File: config.mk
export PLATFORM = sky130hd
export DESIGN_NAME = glove_tracker
export DESIGN_NICKNAME = d
export VERILOG_FILES = /design/src/rtl/gloves_defs.sv /design/src/rtl/glove_avg.sv /design/src/rtl/glove_tracker.sv
export SDC_FILE = /design/constraint.sdc
export NUM_CORES = 1
export LEC_CHECK = 0
export CAP_MARGIN = 0
export CORE_UTILIZATION = 50
export DETAILED_ROUTE_END_ITERATION = 6
export GPL_ROUTABILITY_DRIVEN = 0
export PLACE_DENSITY_LB_ADDON = 0.12
export SLEW_MARGIN = 15
export SYNTH_ARGS = -nofsm -noshare
export SYNTH_HDL_FRONTEND = slang
export SYNTH_SLANG_ARGS = --single-unit
File: constraint.sdc
create_clock -name clk -period 8 [get_ports clk]
set_input_delay 1.6 -clock clk [delete_from_list [all_inputs] [get_ports clk]]
set_output_delay 1.6 -clock clk [all_outputs]
set_load 0.005 [all_outputs]
File: src/rtl/gloves_defs.sv
// Shared definitions for the glove tracking path: state encodings, coordinate
// width, camera geometry and default pixel-to-millimetre scale factors.
package gloves_defs;

    typedef enum logic {
        ST_LOST  = 1'b0,
        ST_TRACK = 1'b1
    } glove_state_t;

    localparam int COORD_W         = 16;
    localparam int FRAME_W         = 1280;
    localparam int FRAME_H         = 768;
    localparam int DEF_MM_PER_PX_X = 8;
    localparam int DEF_MM_PER_PX_Y = 8;

    function automatic logic [COORD_W-1:0] sat16(input logic [31:0] v);
        return (v > 32'h0000_FFFF) ? 16'hFFFF : v[COORD_W-1:0];
    endfunction

endpackage

File: src/rtl/glove_avg.sv
// Running average over the last 2^AVG_LOG2 pushed samples; prime fills every
// entry with one value so the average jumps straight to it.
module glove_avg
    import gloves_defs::*;
#(
    parameter int AVG_LOG2 = 2
) (
    input  logic               clk,
    input  logic               reset,
    input  logic               push,
    input  logic               prime,
    input  logic [COORD_W-1:0] din,
    output logic [COORD_W-1:0] dout
);
    localparam int DEPTH = 1 << AVG_LOG2;
    localparam int SUM_W = COORD_W + AVG_LOG2;

    logic [COORD_W-1:0]  mem_q [DEPTH];
    logic [COORD_W-1:0]  mem_d [DEPTH];
    logic [AVG_LOG2-1:0] wr_ptr_q, wr_ptr_d;
    logic [SUM_W-1:0]    sum_q, sum_d;

    always_comb begin
        mem_d    = mem_q;
        wr_ptr_d = wr_ptr_q;
        sum_d    = sum_q;
        if (prime) begin
            for (int i = 0; i < DEPTH; i++) mem_d[i] = din;
            sum_d    = SUM_W'(din) << AVG_LOG2;
            wr_ptr_d = '0;
        end else if (push) begin
            mem_d[wr_ptr_q] = din;
            sum_d    = sum_q + SUM_W'(din) - SUM_W'(mem_q[wr_ptr_q]);
            wr_ptr_d = wr_ptr_q + 1'b1;
        end
    end

    always_ff @(posedge clk or negedge reset) begin
        if (!reset) begin
            for (int i = 0; i < DEPTH; i++) mem_q[i] <= '0;
            wr_ptr_q <= '0;
            sum_q    <= '0;
        end else begin
            mem_q    <= mem_d;
            wr_ptr_q <= wr_ptr_d;
            sum_q    <= sum_d;
        end
    end

    assign dout = COORD_W'(sum_q >> AVG_LOG2);

endmodule

File: src/rtl/glove_tracker.sv
// Per-glove tracker: scales camera centroids to mm, averages them, debounces the
// pinch flag and gates catching with a post-release cooldown. 3-stage pipeline.
module glove_tracker
    import gloves_defs::*;
#(
    parameter int MM_PER_PX_X = DEF_MM_PER_PX_X,
    parameter int MM_PER_PX_Y = DEF_MM_PER_PX_Y,
    parameter int AVG_LOG2    = 2,
    parameter int DEBOUNCE    = 3,
    parameter int COOLDOWN    = 64,
    parameter int MISS_LIMIT  = 8
) (
    input  logic               clk,
    input  logic               reset,
    input  logic               sample_valid,
    input  logic               sample_found,
    input  logic [10:0]        sample_x,
    input  logic [9:0]         sample_y,
    input  logic               sample_closed,
    output logic [COORD_W-1:0] glove_x,
    output logic [COORD_W-1:0] glove_y,
    output logic               glove_closed,
    output logic               can_catch,
    output logic               tracking,
    output logic               out_valid
);
    localparam int MW = $clog2(MISS_LIMIT + 1);
    localparam int DW = $clog2(DEBOUNCE + 1);
    localparam int CW = $clog2(COOLDOWN + 1);
    localparam logic [MW-1:0] MISS_LAST = MW'(MISS_LIMIT - 1);
    localparam logic [DW-1:0] DB_LAST   = DW'(DEBOUNCE - 1);
    localparam logic [CW-1:0] COOL_LOAD = CW'(COOLDOWN);

    // Reset asserts asynchronously but releases two clocks later, in step with clk.
    logic [1:0] rs_q, rs_d;
    logic       rst_n;
    assign rs_d  = {rs_q[0], 1'b1};
    assign rst_n = rs_q[1];
    always_ff @(posedge clk or negedge reset) begin
        if (!reset) rs_q <= 2'b00;
        else        rs_q <= rs_d;
    end

    // S1: scale to mm
    logic               v1_q, f1_q, c1_q;
    logic               v1_d, f1_d, c1_d;
    logic [COORD_W-1:0] x1_q, y1_q, x1_d, y1_d;

    always_comb begin
        v1_d = sample_valid;
        f1_d = f1_q;
        c1_d = c1_q;
        x1_d = x1_q;
        y1_d = y1_q;
        if (sample_valid) begin
            f1_d = sample_found;
            c1_d = sample_closed;
            x1_d = sat16(32'(sample_x) * 32'(MM_PER_PX_X));
            if (32'(sample_y) >= 32'(FRAME_H))
                y1_d = '0;
            else
                y1_d = sat16((32'(FRAME_H - 1) - 32'(sample_y)) * 32'(MM_PER_PX_Y));
        end
    end

    // S2: averaging, FSM, debounce, cooldown
    glove_state_t   state_q, state_d;
    logic [MW-1:0]  miss_q, miss_d;
    logic [DW-1:0]  db_q, db_d;
    logic [CW-1:0]  cool_q, cool_d;
    logic           closed_q, closed_d;
    logic           upd_q, upd_d;
    logic           push, prime;
    logic [COORD_W-1:0] avg_x, avg_y;

    assign prime = v1_q && f1_q && (state_q == ST_LOST);
    assign push  = v1_q && f1_q && (state_q == ST_TRACK);
    assign upd_d = v1_q && f1_q;

    glove_avg #(.AVG_LOG2(AVG_LOG2)) u_avg_x (
        .clk(clk), .reset(rst_n), .push(push), .prime(prime), .din(x1_q), .dout(avg_x)
    );
    glove_avg #(.AVG_LOG2(AVG_LOG2)) u_avg_y (
        .clk(clk), .reset(rst_n), .push(push), .prime(prime), .din(y1_q), .dout(avg_y)
    );

    always_comb begin
        state_d  = state_q;
        miss_d   = miss_q;
        db_d     = db_q;
        cool_d   = cool_q;
        closed_d = closed_q;
        if (v1_q) begin
            if (cool_q != '0) cool_d = cool_q - 1'b1;
            if (state_q == ST_LOST) begin
                if (f1_q) begin
                    state_d = ST_TRACK;
                    miss_d  = '0;
                    db_d    = '0;
                end
            end else if (!f1_q) begin
                if (miss_q == MISS_LAST) begin
                    state_d  = ST_LOST;
                    miss_d   = '0;
                    db_d     = '0;
                    closed_d = 1'b0;
                    if (closed_q) cool_d = COOL_LOAD;
                end else begin
                    miss_d = miss_q + 1'b1;
                end
            end else begin
                miss_d = '0;
                if (c1_q != closed_q) begin
                    if (db_q == DB_LAST) begin
                        closed_d = ~closed_q;
                        db_d     = '0;
                        if (closed_q) cool_d = COOL_LOAD;
                    end else begin
                        db_d = db_q + 1'b1;
                    end
                end else begin
                    db_d = '0;
                end
            end
        end
    end

    // S3: registered outputs
    logic [COORD_W-1:0] gx_q, gx_d, gy_q, gy_d;
    logic               gc_q, gc_d, cc_q, cc_d, trk_q, trk_d, ov_q, ov_d;

    always_comb begin
        gx_d  = upd_q ? avg_x : gx_q;
        gy_d  = upd_q ? avg_y : gy_q;
        ov_d  = upd_q;
        gc_d  = closed_q;
        trk_d = (state_q == ST_TRACK);
        cc_d  = (state_q == ST_TRACK) && (cool_q == '0);
    end

    always_ff @(posedge clk or negedge rst_n) begin
        if (!rst_n) begin
            v1_q <= 1'b0; f1_q <= 1'b0; c1_q <= 1'b0; x1_q <= '0; y1_q <= '0;
            state_q <= ST_LOST; miss_q <= '0; db_q <= '0; cool_q <= '0;
            closed_q <= 1'b0; upd_q <= 1'b0;
            gx_q <= '0; gy_q <= '0; gc_q <= 1'b0; cc_q <= 1'b0; trk_q <= 1'b0; ov_q <= 1'b0;
        end else begin
            v1_q <= v1_d; f1_q <= f1_d; c1_q <= c1_d; x1_q <= x1_d; y1_q <= y1_d;
            state_q <= state_d; miss_q <= miss_d; db_q <= db_d; cool_q <= cool_d;
            closed_q <= closed_d; upd_q <= upd_d;
            gx_q <= gx_d; gy_q <= gy_d; gc_q <= gc_d; cc_q <= cc_d; trk_q <= trk_d; ov_q <= ov_d;
        end
    end

    assign glove_x      = gx_q;
    assign glove_y      = gy_q;
    assign glove_closed = gc_q;
    assign can_catch    = cc_q;
    assign tracking     = trk_q;
    assign out_valid    = ov_q;

endmodule

==> impl_metrics.ini <==
[sta]
fin_skew_ns = 0.01591
max_clock_freq_mhz = 246.2
drv_slew = 0
maxSlewHeadroom = 0.3512
fin_crit_ns = 4.062
rsz0062_at_grt = false
hold_viol = 0
hold_ws_ns = 0.3485
setup_viol = 0
fin_tns_setup_ns = 0
fin_crit_sh = 0.5077
layout_setup_ws_ns = 3.938
worstMarginPinSlew_ns = 0.9732

[synthesis]
ys_warn_count = 0
async_flop_share = 1.000
avgSynthCellArea_um2 = 11.43
ys.flop_type = dfrtp_1
synth.ff_latch_count = 206
postSynthCellCount = 980
netlist_area_um2 = 11200
yosys.cell_types.count = 66
synth_edf_count = 0
synth_seq_area_share = 0.4603

[clock_tree]
clock_latency_ns = 0.53
postCtsHoldBufs = 0
clkTransAtPathRegs_ns = 0.06
clock-sinks = 206
cts_setup_buffers = 0
numCtsBuffers = 24
cts_max_level = 1
cts_max_path_buffers = 3
tritoncts = yes
post_cts_resize_count = 0
cts-root-buf = clkbuf_16

[placement]
dp_hpwl_um = 15860
post-place-ws_ns = 3.936
portBuffers = 61

[layout]
final_nets = 1129
fillers = 1874
n_antenna_cell = 0
layout-drive-gt1-share = 0.1977
mostFrequentLayoutCell = dfrtp_1
final_util = 0.5861
final_cell_mix = 204 x dfrtp_1, 124 x inv_1, 123 x mux2_2
syn2layout_area_growth_pct = 14.57

[setup_path]
crit_fanout = 16
worst_path_max_delay_cell = dfrtp_1
critPathRequiredTime_ns = 8.39
cp-start-kind = flop
cp_data_arrival_time_ns = 4.45
cp_cell_sequence = mux4_2, fa_1, inv_1, ha_1, a211oi_1, o211ai_2, a41oi_1, nand3_1, a31oi_1, or4_1, nand4_1
path_buf_inv = 1
cp_top_family = compound AO/OA/AOI/OAI gates
cp-end-kind = flop
setup.reg_to_reg.worst_slack_ns = 3.94
crit_type = reg2reg
cp_slowest_stage_delay_ns = 0.91

[run]
drv_cap = 0

[floorplan]
die_area_um2 = 23000
initial_core_util = 0.5115
coreArea_um2 = 21890
die_w_um = 151.7
row_count = 54
die_y_um = 151.7
io_pins = 62

[global_route]
grt_usage = 0.2203
grt_max_degree = 137
antenna_found_initial = 0
grt_overflow_total = 0
grt_pass1_wl_um = 39070
grt_pass1_vias = 7276

[routing]
first_pass_iters = 5
first_iter_violations = 388
wl_per_cell_um = 17.80
drt_wl_total_um = 23620
vias_per_cell = 5.451
ant_nets = 0
drc = 0
via_count = 7234

[worst_hold_path]
hold_path.class = reg2reg

[outcome]
status = finished clean
[routing by layer]
metal | track usage | share of wire | up-vias
met2 | 0.3289 | 0.43 | 109
li1 | - | - | 3487
met3 | 0.02665 | 0.033 | 30
met1 | 0.3414 | 0.51 | 3608
met4 | 0.05050 | 0.019 | 0
met5 | 0 | 0 | -
[state kept, by name, summed over array words and instances, names as in the netlist, 2 cells and up]
name              flops
u_avg_x.mem_q        44
u_avg_y.mem_q        44
u_avg_y.sum_q        18
u_avg_x.sum_q        17
glove_x              16
glove_y              16
x1_q                 11
y1_q                 11
cool_q                7
miss_q                4
db_q                  2
rs_q                  2
u_avg_x.wr_ptr_q      2
u_avg_y.wr_ptr_q      2
[per-stage QoR]
stage | cells | cell area [um^2]
global placement | 1284 | 12010
global route | 1327 | 12830
detailed placement | 1284 | 12010
floorplan | 981 | 11200
finish | 1327 | 12830
CTS | 1327 | 12830
[synth_stat cells, types with 3 or more instances]
cell	instances	area (um^2)
dfrtp_1	206	5155
inv_1	124	465.5
mux2_2	123	1385
nand2_1	60	225.2
o21ai_0	50	250.2
ha_1	45	563.0
a21oi_1	40	200.2
nor2_1	32	120.1
fa_1	28	560.5
mux4_2	22	495.5
xnor2_1	22	192.7
clkbuf_1	18	67.56
o21a_1	15	112.6
buf_2	14	70.07
nand2b_1	11	68.82
xor2_1	11	96.34
mux2i_1	10	100.1
nand3_1	10	50.05
nor3_1	10	50.05
o22ai_1	10	62.56
a21o_1	9	67.56
o21ai_1	9	45.04
a211oi_1	6	45.04
a22oi_1	6	45.04
buf_1	6	22.52
o211ai_1	6	45.04
a31oi_1	5	31.28
nand3b_1	5	37.54
o21bai_1	5	37.54
and2_1	4	25.02
and3_1	4	25.02
buf_4	4	30.03
nand4_1	4	25.02
o2bb2ai_1	3	26.28
o31ai_1	3	22.52
or4_1	3	22.52
[worst reg2reg max path, cell delays in order, from the launching register on]
cell      delay [ns]
dfrtp_1         0.91
mux4_2          0.74
fa_1            0.52
inv_1           0.06
ha_1            0.30
a211oi_1        0.39
o211ai_2        0.19
a41oi_1         0.24
nand3_1         0.14
a31oi_1         0.23
or4_1           0.13
nand4_1         0.08
[worst paths after layout]
kind | cells after the start | startpoint | end
worst max-delay path | 11 | u_avg_y.wr_ptr_q[0] | u_avg_y.sum_q[15]
worst min-delay path | 0 | rs_q[0] | rs_q[1]
worst max register to register | 11 | u_avg_y.wr_ptr_q[0] | u_avg_y.sum_q[15]
worst min register to register | 0 | rs_q[0] | rs_q[1]
max in group asynchronous | 1 | rs_q[1] | state_q
min in group asynchronous | 0 | rs_q[1] | u_avg_y.mem_q[27]
[cells by family (layout without fill, tap and decap cells)]
logic type      Yosys count  after routing  share of synthesized area
simple gates            153            153                    0.06548
compound gates          190            190                     0.1099
fa+ha+maj                73             73                     0.1003
mux                     155            155                     0.1769
flops                   206            206                     0.4603
buf+inv                 169            235                    0.06089
other cells               1              2                  0.0003349
xor+xnor                 33             33                    0.02581
[area by class of cell]
cell class / count / area (um^2) / share of cell area
tap: 280 / 350.3 / 0.02731
inverter: 125 / 469.2 / 0.03657
clock inverter: 10 / 155.1 / 0.01209
sequential: 206 / 5160 / 0.4022
clock buffer: 33 / 664.4 / 0.05178
timing repair buffer: 67 / 663.1 / 0.05169
multi-input combinational: 606 / 5368 / 0.4184
Power is left out: the tool's default activity adds up to more than one toggle a clock period on the data nets, which glitch-free logic cannot reach.
